**src/rtl/tick_gen_prog.sv**
```systemverilog
// tick_gen_prog: programmable periodic / one-shot tick generator with a cascaded slow tick.
// Optional slow counter: define TICK_GEN_SLOW_EN to build it, otherwise tick_slow is tied low.
module tick_gen_prog #(
    parameter int          CNT_W       = 24,
    parameter int unsigned DEFAULT_DIV = 10_000_000,
    parameter int          SLOW_DIV    = 10,
    parameter int          SLOW_W      = 4
) (
    input  logic             clk,
    input  logic             rst,
    input  logic             en,
    input  logic             clr,
    input  logic [CNT_W-1:0] div_in,
    input  logic             div_load,
    input  logic             mode,
    input  logic             start,
    output logic             tick,
    output logic             tick_slow,
    output logic             busy
);
    typedef enum logic {IDLE = 1'b0, RUN = 1'b1} state_t;

    state_t           state_q, state_d;
    logic [CNT_W-1:0] div_q, div_d;
    logic [CNT_W-1:0] cnt_q, cnt_d;
    logic [CNT_W-1:0] last_cnt;
    logic             tick_q;
    logic             active, arm, tc;

    // Divisors of 0 and 1 both mean "tick on every counted cycle".
    assign last_cnt = (div_q <= CNT_W'(1)) ? '0 : div_q - CNT_W'(1);
    assign arm      = start & mode;
    assign active   = en & (~mode | (state_q == RUN));
    // Any strobe pre-empts counting, so a terminal count never coincides with one.
    assign tc       = active & (cnt_q == last_cnt) & ~clr & ~div_load & ~arm;

    always_comb begin
        div_d   = div_load ? div_in : div_q;
        cnt_d   = cnt_q;
        state_d = state_q;
        if (clr | div_load | arm | tc) begin
            cnt_d = '0;
        end else if (active) begin
            cnt_d = cnt_q + CNT_W'(1);
        end
        // A start in the same cycle as clr still arms a fresh run.
        if (arm) begin
            state_d = RUN;
        end else if (clr | ~mode | tc) begin
            state_d = IDLE;
        end
    end

    always_ff @(posedge clk or posedge rst) begin
        if (rst) begin
            state_q <= IDLE;
            div_q   <= CNT_W'(DEFAULT_DIV);
            cnt_q   <= '0;
            tick_q  <= 1'b0;
        end else begin
            state_q <= state_d;
            div_q   <= div_d;
            cnt_q   <= cnt_d;
            tick_q  <= tc;
        end
    end

    assign tick = tick_q;
    assign busy = (state_q == RUN);

`ifdef TICK_GEN_SLOW_EN
    localparam logic [SLOW_W-1:0] SLOW_LAST = SLOW_W'(SLOW_DIV - 1);

    logic [SLOW_W-1:0] slow_q, slow_d;
    logic              tick_slow_q;

    always_comb begin
        slow_d = slow_q;
        if (clr) begin
            slow_d = '0;
        end else if (tc) begin
            slow_d = (slow_q == SLOW_LAST) ? '0 : slow_q + SLOW_W'(1);
        end
    end

    always_ff @(posedge clk or posedge rst) begin
        if (rst) begin
            slow_q      <= '0;
            tick_slow_q <= 1'b0;
        end else begin
            slow_q      <= slow_d;
            tick_slow_q <= tc & (slow_q == SLOW_LAST);
        end
    end

    assign tick_slow = tick_slow_q;
`else
    logic unused_slow_cfg;
    assign unused_slow_cfg = (SLOW_DIV > SLOW_W);
    assign tick_slow       = 1'b0;
`endif

endmodule

```
**config.mk**
```make
export PLATFORM = sky130hd
export DESIGN_NAME = tick_gen_prog
export DESIGN_NICKNAME = d
export VERILOG_FILES = /design/src/rtl/tick_gen_prog.sv
export SDC_FILE = /design/constraint.sdc
export NUM_CORES = 1
export LEC_CHECK = 0
export ABC_AREA = 0
export CAP_MARGIN = 40
export CORE_MARGIN = 8
export CORE_UTILIZATION = 42
export CTS_CLUSTER_SIZE = 12
export DETAILED_ROUTE_END_ITERATION = 10
export GPL_TIMING_DRIVEN = 0
export PLACE_DENSITY_LB_ADDON = 0.25
export SYNTH_ARGS = -nofsm -noshare
export SYNTH_HDL_FRONTEND = slang
export SYNTH_SLANG_ARGS = --single-unit
```
**constraint.sdc**
```tcl
create_clock -name clk -period 3.5 [get_ports clk]
set_input_delay 0.525 -clock clk [delete_from_list [all_inputs] [get_ports clk]]
set_output_delay 0.525 -clock clk [all_outputs]
set_load 0.01 [all_outputs]
```
* Word-level counts from Yosys, hierarchy flattened
Cells that the tools add are included.
Cells by class: add/sub/neg operators 2, reductions and logical operators 2, mux-type cells 5, bitwise logic cells 16, equality and inequality tests 1, $lt $le $gt $ge 1
Operator list (number):
- 24-bit two-way mux | 3
- 24-bit by 1-bit adder with 24-bit output, second input constant | 1
- 24-bit == test | 1
- 24-bit by 1-bit <= comparator with 1-bit output, second input constant | 1
- 24-bit by 1-bit subtractor with 24-bit output, second input constant | 1
- 1-bit AND | 6
- 1-bit bitwise OR | 6
- 1-bit NOT | 4
- 2-bit nonzero test | 2
- 1-bit two-way mux | 2
Storage, ports and cells: logic and storage cells 31, input port bits 31, bits in registers 50

* Longest topological paths before layout
Gate-level depths: netlist of run 1.
depth after elaboration 10, mapped depth 13, gate-level depth less buffers 10

* Worst setup path before layout of run 1
Ideal clock, no wire load.
path kind reg-to-reg, start point reg div_q[0], end point reg cnt_q[0], cell stages (with the launch flop) 13, library setup time 0.145 ns, clock period less this slack 3.386 ns, arrival time 3.241 ns, slack 0.114 ns, cell sequence dfrtp_1 > inv_1 > ha_1 > buf_2 > nor3b_2 > and4b_1 > xnor2_1 > or4b_1 > o311a_1 > or4b_4 > nor4_4 > buf_6 > nor3_2
Between the ends: longest elaborated chain between the ends 9, elaborated cells on any way between the ends 11, those cells by class add/sub (1); order compare (1); eq/ne (1); mux (2); bitwise (5); reduce/logical (1)
Ends and longest elaborated chain:
- start, declared | RTL line 24 | logic [CNT_W-1:0] div_q, div_d;
- start signal, assigned | RTL line 57 | div_q <= CNT_W'(DEFAULT_DIV);
- start signal, assigned | RTL line 62 | div_q <= div_d;
- 24-bit by 1-bit subtractor with 24-bit output or 24-bit by 1-bit <= comparator with 1-bit output (tied branches) | RTL line 31 | assign last_cnt = (div_q <= CNT_W'(1)) ? '0 : div_q - CNT_W'(1);
- 24-bit two-way mux (*) | RTL line 31
- 24-bit == test (*) | RTL line 35 | assign tc = active & (cnt_q == last_cnt) & ~clr & ~div_load & ~arm;
- 1-bit AND (*) (4 in series) | RTL line 35
- 1-bit bitwise OR (*) | RTL line 41 | if (clr | div_load | arm | tc) begin
- 24-bit two-way mux or 2-bit nonzero test (tied branches)
- end signal, assigned | RTL line 63 | cnt_q <= cnt_d;
- end, declared | RTL line 25 | logic [CNT_W-1:0] cnt_q, cnt_d;
Mark *: on every way between the ends. The rest lies on a longest branch, timed or not. A chain may end at the register's enable or synchronous reset.

* Worst setup path after layout of run 1
start point reg div_q[0], end point reg cnt_q[11]
Same word-level chain as after synthesis.

==> results of run 1 <==
critical path, delay by kind of cell, from the launching register on:
family                     cells  cell delay [ns]
and+or+nand+nor                6             1.84
DFF                            1             0.44
adders and majority gates      1             0.17
buffers and inverters          4             0.56
AOI/OAI and AO/OA              1             0.16
xor gates and xnor gates       1             0.09
metal layers:
layer | GRT usage [%] | share of wire (%) | routed length (um) | up-vias
li1 | - | - | - | 1583
met1 | 22.63 | 46 | 4753 | 1588
met2 | 29.23 | 47 | 4861 | 84
met3 | 3.198 | 4.7 | 491 | 15
met4 | 6.185 | 2.3 | 237 | 0
met5 | 0 | 0 | 0 | -
Yosys cell counts (3+ instances only):
master / count
nand3b_1: 3
nor3b_1: 3
buf_2: 3
ha_1: 3
nor4b_1: 3
inv_1: 11
dfstp_2: 8
nand4b_1: 6
xor2_1: 16
clkbuf_1: 17
o31a_1: 3
xnor2_1: 23
nand3_1: 17
dfrtp_1: 42
buf_4: 3
or4_1: 5
nand4_1: 11
o31ai_1: 7
nor3_1: 18
nor2_1: 30
nor4_1: 10
buf_6: 3
nand2b_1: 4
a211oi_1: 3
mux2_2: 23
and3_1: 4
nor3_2: 22
a22oi_1: 4
or3_1: 7
a21oi_1: 3
nor2b_1: 4
and2_1: 4
nand2_1: 18
o21ai_0: 11
sequential cells by signal, indices dropped and copies added (netlist names):
| register | flops |
|---|---|
| busy | 1 |
| tick | 1 |
| div_q | 24 |
| cnt_q | 24 |
logic make-up (layout without fill, tap and decap cells):
family                   Yosys count  count (layout)  synth area share, %
AND/OR/NAND/NOR                  184             184                32.11
AO/OA/AOI/OAI                     56              56                11.24
flip-flops                        50              50                33.71
XOR/XNOR                          40              40                9.732
buffers and inverters             39              95                4.916
multiplexers                      24              24                7.191
adder cells (fa/ha/maj)            3               3                1.003
other                              1               1               0.1002
how the worst max path moves through the flow:
stage | slack (ns) | cells after the start | to
2_1_floorplan | 0.11 | 12 | cnt_q[0]
3_3_place_gp | -0.50 | 10 | cnt_q[8]
3_5_place_dp | -0.53 | 12 | cnt_q[20]
4_1_cts | 0.006 | 11 | cnt_q[20]
5_1_grt | -0.03 | 13 | cnt_q[11]
6_report | 0.11 | 13 | cnt_q[11]
final cells by class:
cell class / count / area, um^2
inverters: 11 / 41.29
repair buffers: 49 / 478.0
clock buffers: 7 / 76.32
multi-input cells: 308 / 2359
fillers: 845 / 4133
plain buffers: 27 / 162.7
flip-flops and latches: 50 / 1264
clock inverters: 1 / 30.03
well taps: 108 / 135.1
through the flow:
stage | instance area [um^2] | hold slack, ns | setup TNS, ns | utilization [%]
final | 4546 | 0.5287 | 0 | 52.38
after global routing | 4546 | 0.5568 | -0.3812 | 52.38
after CTS | 4392 | 0.5364 | 0 | 50.61
after detailed placement | 4218 | 0.5470 | -12.07 | 48.60
after global placement | 4187 | 0.5235 | -11.59 | 48.24
after floorplan | 3741 | 0.4954 | 0 | -
repair_timing:
| action | CTS | global route |
|---|---|---|
| pin swaps | 4 | 6 |
| setup endpoints to repair | 25 | 26 |
| setup buffers | 5 | 11 |
| resized for setup | 7 | 20 |
report_power, final:
group / internal (W) / total (W) / switching (W)
clock: 0.000214 / 0.000409 / 0.000195
combinational: 0.000143 / 0.000295 / 0.000153
sequential: 0.000614 / 0.000655 / 0.0000411
==> metrics.md, run 1 <==
| Metric | Value |
|---|---|
| Clock Tree Buf Depth | `2` |
| TritonCTS Buffers | `5` |
| Drt via density | `5.829` |
| Arrival time worst endpoint | `3.56 ns` |
| Final Max Tran Viols | `0` |
| Commonest non-fill, non-tap cell in the layout | `dfrtp_1` |
| Hold Path Class | `primary input to async pin` |
| Crit-path max cell delay | `~0.56 ns` |
| Post-synth EDFFs | `0` |
| Tmin final | `3.391 ns` |
| Flop-to-flop setup slack | `~0.11 ns` |
| Slew headroom | `52.59%` |
| Area contributors post-synth | `dfrtp_1 28%, mux2_2 6.9%, nor3_2 5.9%` |
| Worst setup path start | `div_q[0]` |
| Post-Syn Area | `approximately 0.0037 mm^2` |
| Worst setup SP type | `flop` |
| CTS tree | `yes` |
| Final period utilization | `between 90% and 100%` |
| Starting DRT DRC Count | `126` |
| Critical Path RT | `3.67 ns` |
| HPWL Detailed | `7.967 mm` |
| Clk Latency, worst-skew pair | `roughly 0.31 ns` |
| IO Pins | `34` |
| # setup viols final | `0` |
| Final antenna-violating net count | `0` |
| Slowest cell on crit path | `or4b_4` |
| P_leak | `1.659 nW` |
| Layout cells sized above 1 | `23.84%` |
| Port Buffer Count | `31` |
| Layout Area Growth over Synthesis | `21.51%` |
| Avg WL per Cell | `18.44 um` |
| Sink Count | `50` |
| Most frequent cells in the layout | `40 x dfrtp_1, 31 x clkdlybuf4s50_1, 30 x nor2_1, 23 x xnor2_1, 23 x mux2_2` |
| Die X | `110.4 um` |
| Avg Synthesized Cell Area | `9.423 um^2` |
| Worst-Margin Slew | `around 0.71 ns` |
| Ys Warns | `0` |
| Root Buffer | `clkbuf_8` |
| Cell count after placement | `538` |
| Max Cap Viol | `0` |
| Nature of the critical path endpoint | `flop` |
| Clock-pin slew of the registers on the worst-case setup and hold paths | `0.09 ns` |
| Grt ovf | `0` |
| Crit-path max FO | `10` |
| H-Tree Depth | `2` |
| Initial core utilization | `a little over two fifths` |
| Ys flop type | `dfrtp_1` |
| Initial antenna violation count | `0` |
| Die area | `0.01218 mm^2` |
| Cells after Synth | `397` |
| Status | `complete, no violations` |
| Clock Skew | `0.005581 ns` |
| Leading area contributor after synthesis | `dfrtp_1` |
| Final worst slack | `~0.11 ns` |
| R2R depth | `13` |
| Critical path type | `flop to flop` |
| Syn Nets | `431` |
| R2r startpoint | `div_q[0]` |
| Post-route insts no fill | `~560` |
| PD cells | `299.1 mW/mm^2` |
| Max Fclk | `0.2949 GHz` |
| Peak supply drop | `184.0 uV` |
| Fraction of registers with async set/reset | `100.0%` |
| Global placement routability congestion | `0.8984` |
| Most used cell, CP | `buf_6` |
| Vias in the first global route | `~3300` |
| N_diodes | `0` |
| CP cell instances | `inv_2 > ha_1 > buf_6 > nor3b_4 > and4b_1 > xnor2_1 > or4b_1 > o311a_1 > or4b_4 > nor4_4 > buf_6 > buf_8 > nor3_2` |
| Synth Register Bits | `50` |
| Worst r2r dst | `cnt_q[11]` |
| Die Y | `110.4 um` |
| Pre-antenna DRT Iters | `4` |
| Rows | `34` |
| Unique cell type count in the Yosys netlist | `69` |
| Sequential share of the synthesized area | `33.71%` |
| DRC viols | `0` |
| First-pass GRT wire length | `16.74 mm` |
| GRT Resource Usage Total | `17.68%` |
| Cts hold-fix bufs | `0` |
| Maximum number of pins on one net before global-route repair | `33` |
| Final Net Count | `between 400 and 500` |
| Dpl ws | `-0.5311 ns` |
| Wirelength, routed | `10.34 mm` |
| Hold Fails Final Rpt | `0` |
| Total power | `0.001359 W` |
| Via count | `about 3300` |
| Area share of the largest cell type after synthesis | `~28%` |
| Core Region | `between 0.008 and 0.009 mm^2` |
Power figures use the tool's default switching activity.
==> run 2: changes to the inputs <==
--- a/config.mk
+++ b/config.mk
@@ -7,6 +7,7 @@
 export LEC_CHECK = 0
 export ABC_AREA = 0
 export CAP_MARGIN = 40
+export CORE_ASPECT_RATIO = 1.4
 export CORE_MARGIN = 8
 export CORE_UTILIZATION = 42
 export CTS_CLUSTER_SIZE = 12
==> run 2 against run 1 <==
Effect of this change:
- final cell count fell by 0.36%
- non-clock buffer count rose by 1
- sequential share of layout area fell by 0.13 points
- cell area rose by 0.47%
- flip-flop and latch count did not move
- first-iteration DRC count rose by 110%
- core utilization rose by 0.67 points
- clock power rose by 22%
- clock skew rose by 0.0016 ns
- critical path type unchanged
- largest cell class unchanged
- largest power group unchanged
==> metrics.md, run 2 (same netlist as run 1, synthesis figures left out) <==
| Metric | Value |
|---|---|
| Status | `complete, no violations` |
| Via count | `3348` |
| # setup viols final | `0` |
| N_diodes | `0` |
| Clock-pin slew of the registers on the worst-case setup and hold paths | `0.07 ns` |
| Final Max Tran Viols | `0` |
| Rows | `40` |
| Root Buffer | `clkbuf_16` |
| Avg WL per Cell | `18.89 um` |
| Global placement routability congestion | `between 0.9 and 1` |
| Layout cells sized above 1 | `23.57%` |
| Critical Path RT | `~3.7 ns` |
| Tmin final | `3.376 ns` |
| GRT Resource Usage Total | `about 18%` |
| Total power | `0.001455 W` |
| Commonest non-fill, non-tap cell in the layout | `dfrtp_1` |
| Core Region | `0.008608 mm^2` |
| Final Net Count | `487` |
| Clock Skew | `0.007223 ns` |
| HPWL Detailed | `7.886 mm` |
| Pre-antenna DRT Iters | `4` |
| Sink Count | `50` |
| Dpl ws | `-0.5093 ns` |
| Vias in the first global route | `3350` |
| Die Y | `127.7 um` |
| Slew headroom | `52.19%` |
| DRC viols | `0` |
| IO Pins | `34` |
| Die X | `95.77 um` |
| Max Cap Viol | `0` |
| Maximum number of pins on one net before global-route repair | `27` |
| Fin Hold WS | `0.5495 ns` |
| Hold Path Class | `flop to flop` |
| Placement Cell Area | `between 0.004 and 0.005 mm^2` |
| Crit-path max FO | `10` |
| RSZ-0062 raised after global routing | `no` |
| P_leak | `~1.7 nW` |
| Most frequent cells in the layout | `40 x dfrtp_1, 31 x clkdlybuf4s50_1, 30 x nor2_1, 23 x xnor2_1, 23 x mux2_2` |
| Die area | `0.01223 mm^2` |
| Layout Area Growth over Synthesis | `22.07%` |
| Worst setup SP type | `flop` |
| PD cells | `between 300 and 400 mW/mm^2` |
| Grt ovf | `0` |
| Fillers | `800` |
| Wirelength, routed | `approximately 11 mm` |
| Final worst slack | `0.1242 ns` |
| Arrival time worst endpoint | `about 3.5 ns` |
| Initial antenna violation count | `0` |
| CTS tree | `yes` |
| Setup TNS | `0 ns` |
| Worst-Margin Slew | `0.7172 ns` |
| Max Fclk | `0.2962 GHz` |
| Peak supply drop | `258.0 uV` |
| Largest regs | `cnt_q: 24 flops, div_q: 24 flops` |
| Final antenna-violating net count | `0` |
| Clock Tree Buf Depth | `2` |
| Hold Fails Final Rpt | `0` |
| Clk Latency, worst-skew pair | `0.30 ns` |
| Starting DRT DRC Count | `262` |
| TritonCTS Buffers | `5` |
| Critical path type | `flop to flop` |
| Port Buffer Count | `31` |
| Final instance area | `0.004567 mm^2` |
| Initial core utilization | `43.46%` |
| Drt via density | `around 6.0` |
| Nature of the critical path endpoint | `flop` |
| H-Tree Depth | `2` |
| Final period utilization | `96.45%` |
| First-pass GRT wire length | `16.86 mm` |
run 2: changes by cell type in the layout (fill, tap and decap cells not counted), sizes merged:
cell / delta
buf: +1
clkbuf: +1
clkdlybuf4s15: -1
clkdlybuf4s18: +1
bufinv: -1
run 2: power breakdown:
| part | switching [W] | total (W) | leakage (nW) | internal [W] |
|---|---|---|---|---|
| registers | 0.0000403 | 0.000655 | 0.632 | 0.000614 |
| logic | 0.000156 | 0.000299 | 0.970 | 0.000144 |
| clock network | 0.000215 | 0.000501 | 0.0712 | 0.000286 |
| total | 0.000411 | 0.00145 | 1.67 | 0.00104 |
run 2: repair_timing:
action | CTS | global route
cloned | 1 | 0
resized for setup | 8 | 12
pin swaps | 3 | 4
buffers inserted | 4 | 12
hold buffers | 0 | 0
setup endpoints to repair | 25 | 25
run 2: area by class of cell:
cell class	count	area [um^2]	area share, %
multi-input combinational	308	2354	51.53
sequential	50	1264	27.67
timing repair buffer	50	480.5	10.52
buffer	27	150.1	3.288
clock buffer	8	146.4	3.205
tap	105	131.4	2.877
inverter	11	41.29	0.9041
run 2: worst paths after layout:
kind	endpoint	cells past startpoint	startpoint	slack, ns
max	cnt_q[7]	10	div_q[2]	0.12
min reg2reg	div_q[22]	1	div_q[22]	0.55
min	div_q[22]	1	div_q[22]	0.55
min in group asynchronous	cnt_q[13]	2	rst	0.60
max reg2reg	cnt_q[7]	10	div_q[2]	0.12
max in group asynchronous	div_q[0]	3	rst	2.34
run 2: routing by layer:
metal	track usage (%)	share of wire, %
met4	8.719	2.9
met5	0	0
met3	2.931	3.9
met1	20.94	42
met2	29.23	51
run 2: stage by stage:
stage          std cells  util (%)
2_1_floorplan        397         -
3_3_place_gp         533     48.59
3_5_place_dp         535     48.94
4_1_cts              548     51.47
5_1_grt              559     53.05
6_report             559     53.05
run 2: critical path: stages (launching register included):
cell	delay, ns
dfrtp_1	0.44
buf_2	0.22
or4_4	0.56
or4_1	0.51
and2_1	0.20
a2111oi_2	0.40
nand4_1	0.20
nor4_4	0.29
buf_4	0.19
buf_4	0.17
nor3_2	0.05
==> run 3: changes to the inputs <==
--- a/config.mk
+++ b/config.mk
@@ -13,6 +13,7 @@
 export CTS_CLUSTER_SIZE = 12
 export DETAILED_ROUTE_END_ITERATION = 10
 export GPL_TIMING_DRIVEN = 0
+export MAX_ROUTING_LAYER = met4
 export PLACE_DENSITY_LB_ADDON = 0.25
 export SYNTH_ARGS = -nofsm -noshare
 export SYNTH_HDL_FRONTEND = slang
==> constraint.sdc (replaced) <==
create_clock -name clk -period 3.2 [get_ports clk]
set_input_delay 0.48 -clock clk [delete_from_list [all_inputs] [get_ports clk]]
set_output_delay 0.48 -clock clk [all_outputs]
set_load 0.01 [all_outputs]
==> run 3 against run 2 <==
Effect of this change:
- the run now ends with setup timing left
- count of clock-buffer cells in the layout decreased by 2
- clock power increased by 20%
- worst setup slack got worse by 0.29 ns
- cell area increased by 9.1%
- largest power group unchanged
- non-clock buffer count increased by 26
- critical path depth increased by 3
- fmax increased by 0.18%
==> metrics.md, run 3 (same netlist as run 1, synthesis figures left out) <==
| Metric | Value |
|---|---|
| Final antenna-violating net count | `0` |
| Tmin final | `3.370 ns` |
| Status | `finished, violations left` |
| Comb power frac | `22.5%` |
| Clock Skew | `between 0.007 and 0.008 ns` |
| TritonCTS Buffers | `5` |
| Grt ovf | `0` |
| HPWL Detailed | `7.959 mm` |
| GRT Resource Usage Total | `18.64%` |
| Peak supply drop | `between 300 and 400 uV` |
| P_leak | `1.832 nW` |
| FF/Latch Area | `0.001265 mm^2` |
| N_diodes | `0` |
| # setup viols final | `24` |
| Arrival time worst endpoint | `~3.5 ns` |
| Pre-antenna DRT Iters | `4` |
| Crit-path max FO | `6` |
| Avg WL per Cell | `18.51 um` |
| Cell count after placement | `535` |
| Worst-Margin Slew | `0.7373 ns` |
| Die area | `0.01223 mm^2` |
| Multi-input gate area | `between 0.002 and 0.0025 mm^2` |
| Violated checks | `setup timing` |
| PD cells | `341.2 mW/mm^2` |
| Layout Area Growth over Synthesis | `33.18%` |
| Via count | `3448` |
| Sink Count | `50` |
| Maximum number of pins on one net before global-route repair | `30` |
| DRC viols | `0` |
| Fillers | `755` |
| CTS tree | `yes` |
| Most frequent cells in the layout | `40 x buf_4, 39 x dfrtp_1, 31 x clkdlybuf4s50_1, 28 x nor2_1` |
| Nature of the critical path endpoint | `flop` |
| Post-route insts no fill | `585` |
| First-pass GRT wire length | `17.29 mm` |
| Clock-pin slew of the registers on the worst-case setup and hold paths | `0.07 ns` |
| Critical path type | `flop to flop` |
| Initial core utilization | `43.46%` |
| Vias in the first global route | `3447` |
| Layout cells sized above 1 | `32.08%` |
| Max Fclk | `0.2968 GHz` |
| Total power | `0.001700 W` |
| Final Max Tran Viols | `0` |
| Die X | `95.77 um` |
| Clock Tree Buf Depth | `2` |
| Final Net Count | `about 510` |
| Clock share of power | `35.4%` |
| Slew headroom | `50.85%` |
| Clk Latency, worst-skew pair | `0.30 ns` |
| Root Buffer | `clkbuf_16` |
| H-Tree Depth | `2` |
| Die Y | `roughly 130 um` |
| Cts hold-fix bufs | `0` |
| IO Pins | `34` |
| Largest regs | `cnt_q: 24 flops, div_q: 24 flops` |
| P_int | `0.001235 W` |
| Max Cap Viol | `0` |
| Core Region | `about 0.0086 mm^2` |
| Setup TNS | `-2.658 ns` |
| Hold Path Class | `primary input to async pin` |
| Initial antenna violation count | `0` |
| Rows | `40` |
| Starting DRT DRC Count | `196` |
| Flop-to-flop setup slack | `-0.17 ns` |
| Port Buffer Count | `31` |
| Flop pwr share | `42.0%` |
| Wirelength, routed | `~11 mm` |
| P_sw | `0.0004654 W` |
| Drt via density | `5.894` |
| Worst setup SP type | `flop` |
| Switching Share | `27.38%` |
| Global placement routability congestion | `0.9150` |
| Final worst slack | `-0.1698 ns` |
| Hold Fails Final Rpt | `0` |
| Final period utilization | `105.3%` |
| Commonest non-fill, non-tap cell in the layout | `buf_4` |
| Critical Path RT | `approximately 3.4 ns` |
| RSZ-0062 raised after global routing | `yes` |
==> run 3: cell types whose count changed in the layout (fill, tap and decap cells not counted), sizes merged <==
| cell | change |
|---|---|
| clkinvlp | +1 |
| clkdlybuf4s18 | -1 |
| bufinv | +1 |
| buf | +25 |
==> run 3: final timing paths <==
check                      cells after the start         to  startpoint
min                                            2   div_q[8]         rst
min reg2reg                                    1  div_q[22]   div_q[22]
max                                           13   cnt_q[3]    div_q[4]
max in group asynchronous                      3   div_q[9]         rst
max reg2reg                                   13   cnt_q[3]    div_q[4]
min in group clk                               1  div_q[22]   div_q[22]
==> run 3: critical path, cell delays in order, from the launching register on <==
cell	delay, ns
dfrtp_1	0.37
buf_6	0.14
nor4_4	0.32
buf_4	0.20
nand4_1	0.21
or4_4	0.47
and2_4	0.19
a2111oi_4	0.33
nand4_1	0.21
nor4_4	0.32
buf_6	0.16
buf_12	0.11
clkbuf_16	0.14
nor3_2	0.04
==> run 3: stage by stage <==
| step | utilization (%) | worst slack (ns) | cell area (um^2) | hold WS [ns] |
|---|---|---|---|---|
| 2_1_floorplan | - | 0.003531 | 3791 | 0.4954 |
| 3_3_place_gp | 49.17 | -0.7546 | 4233 | 0.5214 |
| 3_5_place_dp | 49.46 | -0.6555 | 4258 | 0.5308 |
| 4_1_cts | 56.50 | -0.1778 | 4863 | 0.5285 |
| 5_1_grt | 57.88 | -0.2667 | 4982 | 0.5628 |
| 6_report | 57.88 | -0.1698 | 4982 | 0.5176 |
==> run 3: final cells by class <==
class / count / area share (%)
Sequential cell: 50 / 25.39
Clock inverter: 2 / 0.7534
Timing Repair Buffer: 76 / 14.29
Clock buffer: 6 / 2.587
Multi-Input combinational cell: 308 / 50.08
Tap cell: 105 / 2.637
Buffer: 27 / 3.440
Inverter: 11 / 0.8287
==> run 3: power groups by stage <==
stage                     logic (W)  registers (W)  clock network, W
final                      0.000383       0.000714          0.000602
after global placement     0.000298       0.000724                 0
after detailed placement   0.000306       0.000726                 0
after floorplan            0.000211       0.000714                 0
after global routing       0.000412       0.000719          0.000645
after CTS                  0.000360       0.000713          0.000619
==> run 3: layer usage <==
layer / GRT usage, % / part of all wire, % / up-vias
met5: - / 0 / -
met4: 9.355 / 4.3 / 0
met3: 1.993 / 2.7 / 33
met2: 32.51 / 54 / 80
met1: 20.19 / 39 / 1698
li1: - / - / 1637
==> run 3: what timing repair did <==
item | in CTS | in global routing
setup buffers | 34 | 8
gates cloned | 1 | 1
gates resized for setup | 31 | 15
hold endpoints to repair | 0 | 0
pin swaps | 14 | 6
setup endpoints to repair | 26 | 26
